## src/rtl/rf_wb_arbiter_if.sv

```systemverilog
// Write-back bus between result producers / issue stage (master) and the
// register-file write-back arbiter with its busy scoreboard (slave).
interface rf_wb_arbiter_if #(
   parameter int unsigned NREQ       = 3,
   parameter int unsigned SIZE       = 32,
   parameter int unsigned ADDR_WIDTH = $clog2(SIZE),
   parameter int unsigned REG_WIDTH  = 64
);
   logic [NREQ-1:0]                 req_valid;
   logic [NREQ-1:0]                 req_ready;
   logic [NREQ-1:0][ADDR_WIDTH-1:0] req_addr;
   logic [NREQ-1:0][REG_WIDTH-1:0]  req_val;

   logic                            wr_enable;
   logic [ADDR_WIDTH-1:0]           wr_addr;
   logic [REG_WIDTH-1:0]            wr_val;

   logic                            alloc_valid;
   logic [ADDR_WIDTH-1:0]           alloc_addr;
   logic [2:0][ADDR_WIDTH-1:0]      rd_addr;
   logic [2:0]                      rd_busy;
   logic [SIZE-1:0]                 busy;

   modport master (
      output req_valid, req_addr, req_val, alloc_valid, alloc_addr, rd_addr,
      input  req_ready, wr_enable, wr_addr, wr_val, rd_busy, busy
   );

   modport slave (
      input  req_valid, req_addr, req_val, alloc_valid, alloc_addr, rd_addr,
      output req_ready, wr_enable, wr_addr, wr_val, rd_busy, busy
   );
endinterface

```

## src/rtl/rf_wb_arbiter.sv

```systemverilog
// Round-robin write-back arbiter driving a registered register-file write port,
// plus a per-register busy scoreboard for read-hazard checks at issue.
module rf_wb_arbiter #(
   parameter int unsigned NREQ       = 3,
   parameter int unsigned SIZE       = 32,
   parameter int unsigned ADDR_WIDTH = $clog2(SIZE),
   parameter int unsigned REG_WIDTH  = 64,
   parameter bit          DROP_X0    = 1'b1
) (
   input logic             clk,
   input logic             rst_n,
   rf_wb_arbiter_if.slave  bus
);
   localparam int unsigned PTR_W = (NREQ > 1) ? $clog2(NREQ) : 1;

   logic [PTR_W-1:0]      ptr_q, ptr_d;
   logic                  grant_valid;
   logic [PTR_W-1:0]      grant_idx;
   logic [ADDR_WIDTH-1:0] grant_addr;
   logic [REG_WIDTH-1:0]  grant_val;
   logic                  grant_drop;

   logic                  wr_enable_q;
   logic [ADDR_WIDTH-1:0] wr_addr_q;
   logic [REG_WIDTH-1:0]  wr_val_q;
   logic [SIZE-1:0]       busy_q, busy_d;

   // First valid requester at or after ptr, wrapping modulo NREQ.
   always_comb begin
      int unsigned      cand;
      logic [PTR_W-1:0] cand_idx;
      grant_valid = 1'b0;
      grant_idx   = '0;
      cand        = 0;
      cand_idx    = '0;
      for (int k = 0; k < int'(NREQ); k++) begin
         cand     = (32'(ptr_q) + 32'(k)) % NREQ;
         cand_idx = PTR_W'(cand);
         if (!grant_valid && bus.req_valid[cand_idx]) begin
            grant_valid = 1'b1;
            grant_idx   = cand_idx;
         end
      end
   end

   always_comb begin
      bus.req_ready = '0;
      if (rst_n && grant_valid) begin
         bus.req_ready[grant_idx] = 1'b1;
      end
   end

   assign grant_addr = bus.req_addr[grant_idx];
   assign grant_val  = bus.req_val[grant_idx];
   assign grant_drop = DROP_X0 && (grant_addr == '0);

   always_comb begin
      ptr_d = ptr_q;
      if (grant_valid) begin
         ptr_d = (grant_idx == PTR_W'(NREQ - 1)) ? '0 : grant_idx + 1'b1;
      end
   end

   // Set beats clear so a new producer on the register being retired stays pending.
   always_comb begin
      busy_d = busy_q;
      if (wr_enable_q && (32'(wr_addr_q) < SIZE)) begin
         busy_d[wr_addr_q] = 1'b0;
      end
      if (bus.alloc_valid && (32'(bus.alloc_addr) < SIZE)) begin
         busy_d[bus.alloc_addr] = 1'b1;
      end
      if (DROP_X0) begin
         busy_d[0] = 1'b0;
      end
   end

   always_ff @(posedge clk) begin
      if (!rst_n) begin
         ptr_q       <= '0;
         wr_enable_q <= 1'b0;
         wr_addr_q   <= '0;
         wr_val_q    <= '0;
         busy_q      <= '0;
      end else begin
         ptr_q  <= ptr_d;
         busy_q <= busy_d;
         if (grant_valid) begin
            wr_enable_q <= !grant_drop;
            wr_addr_q   <= grant_addr;
            wr_val_q    <= grant_val;
         end else begin
            wr_enable_q <= 1'b0;
         end
      end
   end

   assign bus.wr_enable = wr_enable_q;
   assign bus.wr_addr   = wr_addr_q;
   assign bus.wr_val    = wr_val_q;
   assign bus.busy      = busy_q;

   // No bypass: a write in flight still reads as busy.
   always_comb begin
      bus.rd_busy = '0;
      for (int j = 0; j < 3; j++) begin
         if (32'(bus.rd_addr[j]) < SIZE) begin
            bus.rd_busy[j] = busy_q[bus.rd_addr[j]];
         end
      end
   end

   assert property (@(posedge clk) $onehot0(bus.req_ready));
   assert property (@(posedge clk) !DROP_X0 || !busy_q[0]);

endmodule

```

## src/flat_wrapper.sv

```systemverilog
// flat-port wrapper written by rule: the top's interface ports become plain ports
module rf_wb_arbiter_flat 
#(
   parameter int unsigned NREQ       = 3,
   parameter int unsigned SIZE       = 32,
   parameter int unsigned ADDR_WIDTH = $clog2(SIZE),
   parameter int unsigned REG_WIDTH  = 64,
   parameter bit          DROP_X0    = 1'b1
)
  (clk, rst_n, bus_req_valid, bus_req_addr, bus_req_val, bus_alloc_valid, bus_alloc_addr, bus_rd_addr, bus_req_ready, bus_wr_enable, bus_wr_addr, bus_wr_val, bus_rd_busy, bus_busy);
  rf_wb_arbiter_if #(.NREQ(NREQ), .SIZE(SIZE), .ADDR_WIDTH(ADDR_WIDTH), .REG_WIDTH(REG_WIDTH)) bus_i ();
  input logic clk;
  input logic rst_n;
  input wire logic [$bits(bus_i.req_valid)-1:0] bus_req_valid;
  input wire logic [$bits(bus_i.req_addr)-1:0] bus_req_addr;
  input wire logic [$bits(bus_i.req_val)-1:0] bus_req_val;
  input wire logic [$bits(bus_i.alloc_valid)-1:0] bus_alloc_valid;
  input wire logic [$bits(bus_i.alloc_addr)-1:0] bus_alloc_addr;
  input wire logic [$bits(bus_i.rd_addr)-1:0] bus_rd_addr;
  output wire logic [$bits(bus_i.req_ready)-1:0] bus_req_ready;
  output wire logic [$bits(bus_i.wr_enable)-1:0] bus_wr_enable;
  output wire logic [$bits(bus_i.wr_addr)-1:0] bus_wr_addr;
  output wire logic [$bits(bus_i.wr_val)-1:0] bus_wr_val;
  output wire logic [$bits(bus_i.rd_busy)-1:0] bus_rd_busy;
  output wire logic [$bits(bus_i.busy)-1:0] bus_busy;
  assign bus_i.req_valid = bus_req_valid;
  assign bus_i.req_addr = bus_req_addr;
  assign bus_i.req_val = bus_req_val;
  assign bus_i.alloc_valid = bus_alloc_valid;
  assign bus_i.alloc_addr = bus_alloc_addr;
  assign bus_i.rd_addr = bus_rd_addr;
  assign bus_req_ready = bus_i.req_ready;
  assign bus_wr_enable = bus_i.wr_enable;
  assign bus_wr_addr = bus_i.wr_addr;
  assign bus_wr_val = bus_i.wr_val;
  assign bus_rd_busy = bus_i.rd_busy;
  assign bus_busy = bus_i.busy;
  rf_wb_arbiter #(.NREQ(NREQ), .SIZE(SIZE), .ADDR_WIDTH(ADDR_WIDTH), .REG_WIDTH(REG_WIDTH), .DROP_X0(DROP_X0)) u_core (.clk(clk), .rst_n(rst_n), .bus(bus_i));
endmodule
```

## config.mk

```make
export PLATFORM = sky130hd
export DESIGN_NAME = rf_wb_arbiter_flat
export DESIGN_NICKNAME = d
export VERILOG_FILES = /design/src/rtl/rf_wb_arbiter_if.sv /design/src/rtl/rf_wb_arbiter.sv /design/src/flat_wrapper.sv
export SDC_FILE = /design/constraint.sdc
export NUM_CORES = 1
export LEC_CHECK = 0
export ABC_CLOCK_PERIOD_IN_PS = 2800
export BUFFER_PORTS_ARGS = -buffer_cell sky130_fd_sc_hd__buf_4
export CAP_MARGIN = 10
export CORE_ASPECT_RATIO = 0.5
export CORE_MARGIN = 5
export CORE_UTILIZATION = 41
export DETAILED_ROUTE_END_ITERATION = 7
export PLACE_DENSITY = 0.75
export SETUP_SLACK_MARGIN = 0.4
export SKIP_LAST_GASP = 1
export SLEW_MARGIN = 0
export SYNTH_ARGS = -nofsm -noshare
export SYNTH_HDL_FRONTEND = slang
export SYNTH_SLANG_ARGS = --single-unit
```

## constraint.sdc

```tcl
create_clock -name clk -period 2.8 [get_ports clk]
set_clock_uncertainty 0.2 [all_clocks]
set_input_delay 0.56 -clock clk [delete_from_list [all_inputs] [get_ports clk]]
set_output_delay 0.56 -clock clk [all_outputs]
set_load 0.02 [all_outputs]
```

==> impl_summary.txt <==
----------------------------------------------------
[Clock network]
  Clock tree buffer depth ... 2
  Clk Latency, worst-skew pair ... 0.34 ns
  Clock slew at the register clock pins of the worst setup and hold paths ... 0.07 ns
  CTS Sinks ... 103
  Clock H-tree levels ... 3
  CTS tree ... built
  Clock buffer count from CTS ... 9
  Clock tree root driver cell ... sky130_fd_sc_hd__clkbuf_16

[Die]
  Die Y ... 96.5 um
  Boundary Pins ... 341
  Num rows ... 31
  Die width ... 183 um
  Core area ... 14600 um^2
  Die area ... 17700 um^2
  Starting density of the core ... 42.1%

[Yosys]
  Ys flop type ... sky130_fd_sc_hd__dfxtp_1
  Proportion of synthesized flip-flops having asynchronous set or reset ... 0%
  Count of yosys warnings during synthesis ... 0
  Nets in the synthesized netlist ... 960
  Number of distinct library cell variants in the gate-level netlist after synthesis ... 45
  Netlist area before placement ... 6140 um^2
  Count of flip-flops with a built-in enable after synthesis ... 0
  Synthesized area per cell ... 8.49 um^2
  Flip-flop and latch count after synthesis ... 103
  Sequential share of the synthesized area ... 33.6%
  Syn Inst Count ... 723

[Detailed routing]
  Detailed-route via count ... 6998
  M1 wire length ... 9240 um
  Wire length on met2 ... 13000 um
  Wire length after detailed routing ... 24800 um
  Final ANT Viol Nets ... 0
  Met3 routed wirelength ... 1850 um
  Starting DRT DRC Count ... 445
  Average routed wire per standard cell ... 19.0 um
  First-pass iteration count of the detailed router ... 5
  Via-per-instance ratio ... 5.35
  Highest routed metal layer ... met4
  # DRC ... 0

[Finish]
  Share of cells above drive strength 1 ... 50.8%
  Post-route insts no fill ... 1307
  Count of nets after finishing ... 1342
  Leading cell type in the layout, fill and taps excluded ... sky130_fd_sc_hd__buf_4
  Top library cells by usage in the layout, fill and taps aside ... sky130_fd_sc_hd__buf_4 (369), sky130_fd_sc_hd__nand2_1 (173), sky130_fd_sc_hd__o21ai_1 (114), sky130_fd_sc_hd__dfxtp_1 (79), sky130_fd_sc_hd__mux2i_1 (58)
  Layout fillers ... 1096
  Area growth from synthesis to layout ... 71.5%
  Antenna fix cells ... 0
  Cell area after layout ... 10500 um^2

[Critical path]
  Crit path DAT ... 2.41 ns
  Data required time at the worst endpoint ... 2.04 ns
  Critical Path Start Type ... flip-flop
  Crit-path max FO ... 3
  Kind of capture point of the worst setup path ... primary output
  Critical path class ... flip-flop to primary output

[Timing]
  Setup repair after global routing missed its margin ... true
  Setup violation total in the final timing report ... 71
  Transition at the pin with the smallest max-transition slack ... 0.660 ns
  Rel. slew slack ... 55.9%
  Final Worst Setup Slack ... -0.365 ns
  Time the worst path needs with I/O delays and setup ... 3.17 ns
  Fraction of the cycle the final worst path needs ... 113%
  Hold violation count in the final report ... 0
  Highest attainable clock frequency ... 316 MHz
  Setup Total Neg Slack ... -11.54 ns
  Count of final max-slew check failures ... 0

[Placement]
  Cell Count Post-Placement ... 1243
  Routability Congestion ... 0.884
  HPWL Detailed ... 17400 um
  Area after detailed placement ... 9090 um^2
  Setup slack at placement ... -0.143 ns
  Count of port buffers added during placement ... 339

[Job]
  Number of max-cap violations ... 0

[Worst hold path]
  Classification of the worst-slack hold path ... flip-flop to flip-flop

[Global routing]
  Vias in the first global route ... 6912
  Pin count of the biggest net entering global routing ... 66
  Total grt overflow ... 0
  First-pass GRT wire length ... 35600 um
  Overall routing resource usage ... 25.1%
  Antenna violations before repair ... 0

[Power]
  Power per unit of standard cell area ... 1080 nW/um^2
  Standby leakage power ... 4.89 nW
  Peak supply drop ... 619 uV

[Status]
  Outcome ... finished, violations left
  Violated checks ... negative setup slack

----------------------------------------------------
[sequential cells by signal, indices dropped and copies added (netlist names)]
| register | count |
|---|---|
| u_core.bus.wr_val | 64 |
| u_core.bus.busy | 31 |
| u_core.bus.wr_addr | 5 |
| u_core.bus.wr_enable | 1 |
| u_core.ptr_q | 2 |
[Yosys cell counts, types with 4 or more instances]
cell type	n	area [um^2]
sky130_fd_sc_hd__buf_2	18	90.1
sky130_fd_sc_hd__nor2_1	6	22.5
sky130_fd_sc_hd__nand2_1	174	653
sky130_fd_sc_hd__mux2i_1	73	731
sky130_fd_sc_hd__clkbuf_1	27	101
sky130_fd_sc_hd__dfxtp_1	103	2060
sky130_fd_sc_hd__a21boi_0	31	233
sky130_fd_sc_hd__o21ai_1	104	521
sky130_fd_sc_hd__nor3b_1	6	45.0
sky130_fd_sc_hd__nand3b_1	9	67.6
sky130_fd_sc_hd__buf_4	4	30.0
sky130_fd_sc_hd__ha_1	4	50.1
sky130_fd_sc_hd__mux4_2	27	608
sky130_fd_sc_hd__nor2b_1	8	50.1
sky130_fd_sc_hd__and2_1	4	25.0
sky130_fd_sc_hd__o21ai_0	62	310
sky130_fd_sc_hd__buf_6	6	67.6
sky130_fd_sc_hd__a21oi_1	9	45.0
sky130_fd_sc_hd__mux2_2	7	78.8
sky130_fd_sc_hd__or3b_2	5	43.8
sky130_fd_sc_hd__nor3_1	4	20.0
[worst paths after layout]
kind / startpoint / endpoint / slack (ns) / depth (start not counted)
hold reg to reg: u_core.bus.wr_val[6] / u_core.bus.wr_val[6] / 0.24 / 2
setup reg to reg: u_core.ptr_q[1] / u_core.bus.wr_val[3] / -0.23 / 19
hold / removal: u_core.bus.wr_val[6] / u_core.bus.wr_val[6] / 0.24 / 2
setup / recovery: u_core.ptr_q[1] / bus_req_ready[1] / -0.37 / 9
[report_power, final]
| group | total [mW] | switching, mW | leakage, nW | internal, mW |
|---|---|---|---|---|
| combinational | 7.93 | 3.86 | 3.88 | 4.07 |
| sequential | 2.20 | 0.286 | 0.863 | 1.92 |
| clock | 1.27 | 0.570 | 0.144 | 0.700 |
[worst max-delay path, cell delays in order (launching register included)]
cell,delay [ns]
sky130_fd_sc_hd__dfxtp_2,0.35
sky130_fd_sc_hd__inv_2,0.05
sky130_fd_sc_hd__ha_4,0.17
sky130_fd_sc_hd__mux2_4,0.30
sky130_fd_sc_hd__nor2b_4,0.13
sky130_fd_sc_hd__or2_4,0.25
sky130_fd_sc_hd__or4b_4,0.53
sky130_fd_sc_hd__o21ai_4,0.10
sky130_fd_sc_hd__nor3b_4,0.06
sky130_fd_sc_hd__buf_6,0.13
[timing repair]
| item | CTS | global route |
|---|---|---|
| buffers inserted | 23 | 12 |
| pin swaps | 11 | 12 |
| setup endpoints to repair | 77 | 78 |
| hold buffers | 0 | 0 |
| cloned | 9 | 5 |
| gates resized for setup | 81 | 84 |
[layout make-up]
cell class | instances | area [um^2] | share of cell area (%)
clock buffer | 10 | 229 | 2.17
clock inverter | 5 | 62.6 | 0.594
inverter | 3 | 16.3 | 0.154
multi-input combinational | 562 | 4090 | 38.8
sequential | 103 | 2100 | 19.9
tap | 198 | 248 | 2.35
timing repair buffer | 426 | 3780 | 35.9
[logic make-up after synthesis]
| kind of cell | count (synthesis) | share of synthesized area, % |
|---|---|---|
| compound gates | 218 | 19.9 |
| other cells | 1 | 0.0611 |
| fa+ha+maj | 4 | 0.815 |
| simple gates | 229 | 16.7 |
| buf+inv | 58 | 4.89 |
| flops | 103 | 33.6 |
| mux | 110 | 24.0 |
[through the flow]
step / hold slack [ns] / utilization, % / power, mW
final: 0.245 / 72.2 / 11.4
after CTS: 0.249 / 68.9 / 10.3
after detailed placement: 0.239 / 62.3 / 7.70
after floorplan: 0.282 / - / 5.85
after global placement: 0.234 / 62.3 / 7.60
after global routing: 0.262 / 72.2 / 12.0
[routing by layer]
metal	GRT usage (%)	vias to the layer above
met1	28.9	3269
li1	-	3339
met4	9.23	0
met5	0	-
met3	4.90	53
met2	47.2	337
(Power assumes the default switching activity.)
